[config.mk]
export PLATFORM = sky130hd
export DESIGN_NAME = arb8_ctrl
export DESIGN_NICKNAME = d
export VERILOG_FILES = /design/src/rtl/arb8_ctrl.sv
export SDC_FILE = /design/constraint.sdc
export NUM_CORES = 1
export LEC_CHECK = 0
export ABC_AREA = 1
export BUFFER_PORTS_ARGS = -buffer_cell sky130_fd_sc_hd__buf_4
export CORE_ASPECT_RATIO = 1.1
export CORE_MARGIN = 5
export CORE_UTILIZATION = 50
export CTS_CLUSTER_SIZE = 8
export DETAILED_ROUTE_END_ITERATION = 7
export PLACE_DENSITY = 0.76
export SLEW_MARGIN = 15
export SYNTH_ARGS = -nofsm -noshare
export SYNTH_HDL_FRONTEND = slang
export SYNTH_SLANG_ARGS = --single-unit
[constraint.sdc]
create_clock -name clk -period 3.1 [get_ports clk]
set_input_delay 0.155 -clock clk [delete_from_list [all_inputs] [get_ports clk]]
set_output_delay 0.155 -clock clk [all_outputs]
set_load 0.005 [all_outputs]
[src/rtl/arb8_ctrl.sv]
// arb8_ctrl: eight-requester fixed-priority / round-robin arbiter.
// Ports: clk, rst_n, en, req[7:0], rr_mode -> gnt, gnt_id, gnt_vld, timeout.
module arb8_ctrl #(
  parameter int MAX_HOLD = 16
) (
  input  logic       clk,
  input  logic       rst_n,
  input  logic       en,
  input  logic [7:0] req,
  input  logic       rr_mode,
  output logic [7:0] gnt,
  output logic [2:0] gnt_id,
  output logic       gnt_vld,
  output logic       timeout
);

  localparam logic [0:0] IDLE  = 1'b0;
  localparam logic [0:0] GRANT = 1'b1;

  // A zero MAX_HOLD disables the hold limit entirely.
  localparam logic       HOLD_EN  = (MAX_HOLD != 0);
  localparam logic [7:0] HOLD_LIM = 8'(MAX_HOLD - 1);

  logic [0:0] state;
  logic [2:0] last;
  logic [7:0] hold_cnt;

  logic [2:0] fix_id;
  logic [2:0] rr_id;
  logic [2:0] idx;
  logic       found;
  logic [2:0] win;
  logic       hold_hit;
  logic       released;

  // Fixed: highest set index wins.
  always_comb begin
    fix_id = 3'd0;
    for (int i = 0; i < 8; i++) begin
      if (req[i]) fix_id = 3'(i);
    end
  end

  // Round-robin: scan last+1 .. last+8, previous owner checked last.
  always_comb begin
    rr_id = 3'd0;
    found = 1'b0;
    idx   = 3'd0;
    for (int i = 1; i <= 8; i++) begin
      idx = last + 3'(i);
      if (!found && req[idx]) begin
        rr_id = idx;
        found = 1'b1;
      end
    end
  end

  assign win      = rr_mode ? rr_id : fix_id;
  assign hold_hit = HOLD_EN && (hold_cnt == HOLD_LIM);
  assign released = !req[gnt_id];

  always_ff @(posedge clk or negedge rst_n) begin
    if (!rst_n) begin
      state    <= IDLE;
      gnt      <= 8'h00;
      gnt_id   <= 3'd0;
      gnt_vld  <= 1'b0;
      timeout  <= 1'b0;
      last     <= 3'd7;
      hold_cnt <= 8'd0;
    end else begin
      timeout <= 1'b0;
      unique case (state)
        IDLE: begin
          if (en && |req) begin
            gnt      <= 8'h01 << win;
            gnt_id   <= win;
            gnt_vld  <= 1'b1;
            last     <= win;
            hold_cnt <= 8'd0;
            state    <= GRANT;
          end
        end
        GRANT: begin
          if (hold_cnt != 8'hFF) hold_cnt <= hold_cnt + 8'd1;
          // Disable suppresses the timeout pulse; release does not.
          if (!en || hold_hit || released) begin
            state   <= IDLE;
            gnt     <= 8'h00;
            gnt_id  <= 3'd0;
            gnt_vld <= 1'b0;
            timeout <= en && hold_hit;
          end
        end
      endcase
    end
  end

endmodule

==> results.md <==
- Fillers: roughly 420
- Area of the multi-input gates: 1383 um^2
- Yosys top cell area share: 0.2516
- Pre-antenna DRT Iters: 4
- Critical path arrival: 2960 ps
- Finish-stage setup viols: 0
- Leak Pwr: about 1.2 nW
- Achievable frequency: between 300 and 400 MHz
- Wire per inst: ~13 um
- Post-CTS setup buffers: 0
- Synth area leader: dfrtp_1
- Reg clk slew, reported paths: 80 ps
- Tmin final: 2742 ps
- Synthesized area: 2188 um^2
- Placer Congestion: 0.9174
- Clk_lat worst skew: 280 ps
- Hold path cells: 3
- Vias in the first global route: approximately 2200
- Global-route wire length before repair: 9591 um
- Min-Delay Path Class: input pin to register
- Synth Register Bits: 25
- Synth unique cells: 39
- Initial DRC Count: between 100 and 150
- Cts bufs inserted: 3
- Nets@finish: around 360
- Ant diodes: 0
- Power Total: about 0.0029 W
- CTS Buffer Depth: 2
- Largest net degree at the start of global routing: 26
- # IOs: 25
- Full die area: around 5800 um^2
- HPWL after DPL: 4232 um
- Min-Delay Startpoint: en
- CP Launch Type: register
- R2R depth: 16
- Area growth, synth to finish: 12.29%
- R2R Path End: gnt[2]$_DFFE_PN0P_
- Max-slew violations: 0
- CP Capture Type: register
- Clock sink total: 25
- Vias per cell: ~5.4
- Core ar.: 4254 um^2
- Cell count after synthesis: ~320
- Die X: 73.08 um
- TritonCTS clock tree: built
- Worst Skew: between 4 and 5 ps
- Most used flip-flop cell after synthesis: dfrtp_1
- Crit share post-route: 0.8845
- Power Density: roughly 1200 nW/um^2
- Total grt overflow: 0
- Number of port buffers: 24
- Peak supply drop: 0.0005522 V
- Synth Area per Inst: 6.925 um^2
- Area contributors post-synth: dfrtp_1 25%, nand2_1 15%, nand3_1 10%, nor2_1 5.0%, inv_1 3.8%
- Worst flop-to-flop path startpoint: last[0]$_DFFE_PN1P_
- DP Area: 2400 um^2
- Worst Tran Pin Value: 399.4 ps
- Initial antenna violation count: 0
- Post-route DRC: 0
- Initial Utilization: 0.5144
- Number of synthesized flops with an enable pin: 0
- H-tree depth: 1
- Register area: about 630 um^2
- Syn Nets: 331
- Outcome: finished clean
- GRT Total Usage: 0.2040
- Antenna viol nets, final: 0
- Crit-path max FO: 15
- Max-capacitance violation count: 0
- Via count: 2121
- Synth cell count leaders: 85 x nand2_1, 45 x nand3_1, 29 x nor2_1
- Final hold vios: 0
- Unrepaired setup endpoints after global routing: no
- Count leader, synth: nand2_1
- Fraction of layout cells with a size suffix above 1: 0.2375
- FFs w/ async S/R, synth: 1.000
- Root buffer cell: clkbuf_8
- Setup TNS: 0 ps
- Total wire length: 5302 um
- Synth Warn #: 0
- R2R setup slack: between 300 and 400 ps
- Rel. slew slack: 0.7335
- Sequential share of the synthesized area: 0.2876
- Data required time of the critical path: 3320 ps
- CP Class: register to register
- Worst hold endpoint: timeout$_DFF_PN0_
- Post-route cell area: 2457 um^2
- Num rows: 25
- Die Ht: 79.39 um
-- area by class of cell --
cell class,count,share of cell area
repair buffers,27,0.08350
inverters,34,0.05193
flip-flops and latches,25,0.2561
well taps,54,0.02749
clock buffers,4,0.01833
multi-input cells,251,0.5626
-- worst max-delay path, cell delays in order, from the launching register on --
cell and delay [ps]:
dfstp_2 540, inv_2 150, ha_2 460, inv_2 80, nand3_1 120, nand2_1 90
nand2_1 60, nand2_1 140, nand3_1 190, nor2_1 70, nor2_1 100, nand3_1 110
nor2_2 180, nor2_2 70, nor2_4 130, nand3_1 110, nand2_1 70
-- layout by cell type (no fill, tap or decap), drive strengths merged, types with 3 or more instances in the layout --
master and count:
dfrtp 22, buf 26, nand3 54, clkbuf 4
a21oi 13, nand4 9, ha 3, dfstp 3
o21bai 3, nor2 36, nand2 98, inv 32
nor3 8, o21ai 16
-- power by group --
part | internal [W] | total (W) | leakage (nW) | switching, W
registers | 0.000442 | 0.000537 | 0.324 | 0.0000949
logic | 0.000724 | 0.00217 | 0.890 | 0.00145
clock network | 0.0000922 | 0.000196 | 0.0228 | 0.000103
total | 0.00126 | 0.00291 | 1.24 | 0.00165
-- worst max path at each step --
stage	slack, ps	cells past startpoint	startpoint	to
floorplan	460	18	last[1]$_DFFE_PN1P_	gnt[0]$_DFFE_PN0P_
global placement	340	16	last[0]$_DFFE_PN1P_	gnt[5]$_DFFE_PN0P_
detailed placement	330	16	last[0]$_DFFE_PN1P_	gnt[5]$_DFFE_PN0P_
CTS	300	16	last[0]$_DFFE_PN1P_	gnt[2]$_DFFE_PN0P_
global route	80	15	last[0]$_DFFE_PN1P_	gnt[5]$_DFFE_PN0P_
finish	360	16	last[0]$_DFFE_PN1P_	gnt[2]$_DFFE_PN0P_
-- registers in the layout (all words and copies together) (netlist names) --
signal	cells
last	3
gnt	8
state	1
timeout	1
hold_cnt	8
gnt_vld	1
gnt_id	3
-- metal layers --
layer | wire length, um | GRT usage
met4 | 129 | 0.09410
met2 | 2531 | 0.3381
met1 | 2422 | 0.2654
met5 | 0 | 0
met3 | 218 | 0.01763
-- kinds of logic (layout without fill, tap and decap cells) --
kind of cell | count (synthesis) | after routing | share of synthesized area
and+or+nand+nor | 208 | 208 | 0.4848
buffers and inverters | 40 | 65 | 0.08176
xor gates and xnor gates | 3 | 3 | 0.02402
AOI/OAI and AO/OA | 37 | 37 | 0.1046
DFF | 25 | 25 | 0.2876
adders and majority gates | 3 | 3 | 0.01715
-- repair_timing --
item,CTS,global route
endpoints found under the hold margin,22,0
hold buffers,1,0
setup endpoints to repair,0,1
resized for setup,0,1
-- through the flow --
stage | hold slack [ps] | std cells | setup WS (ps) | util
2_1_floorplan | -140.6 | 316 | 464.5 | -
3_3_place_gp | 73.34 | 390 | 343.6 | 0.5641
3_5_place_dp | 74.76 | 390 | 327.8 | 0.5641
4_1_cts | 130.3 | 395 | 301.4 | 0.5771
5_1_grt | 130.7 | 395 | 83.75 | 0.5776
6_report | 126.9 | 395 | 357.9 | 0.5776
Note: power is estimated with default switching activity, not from simulation.
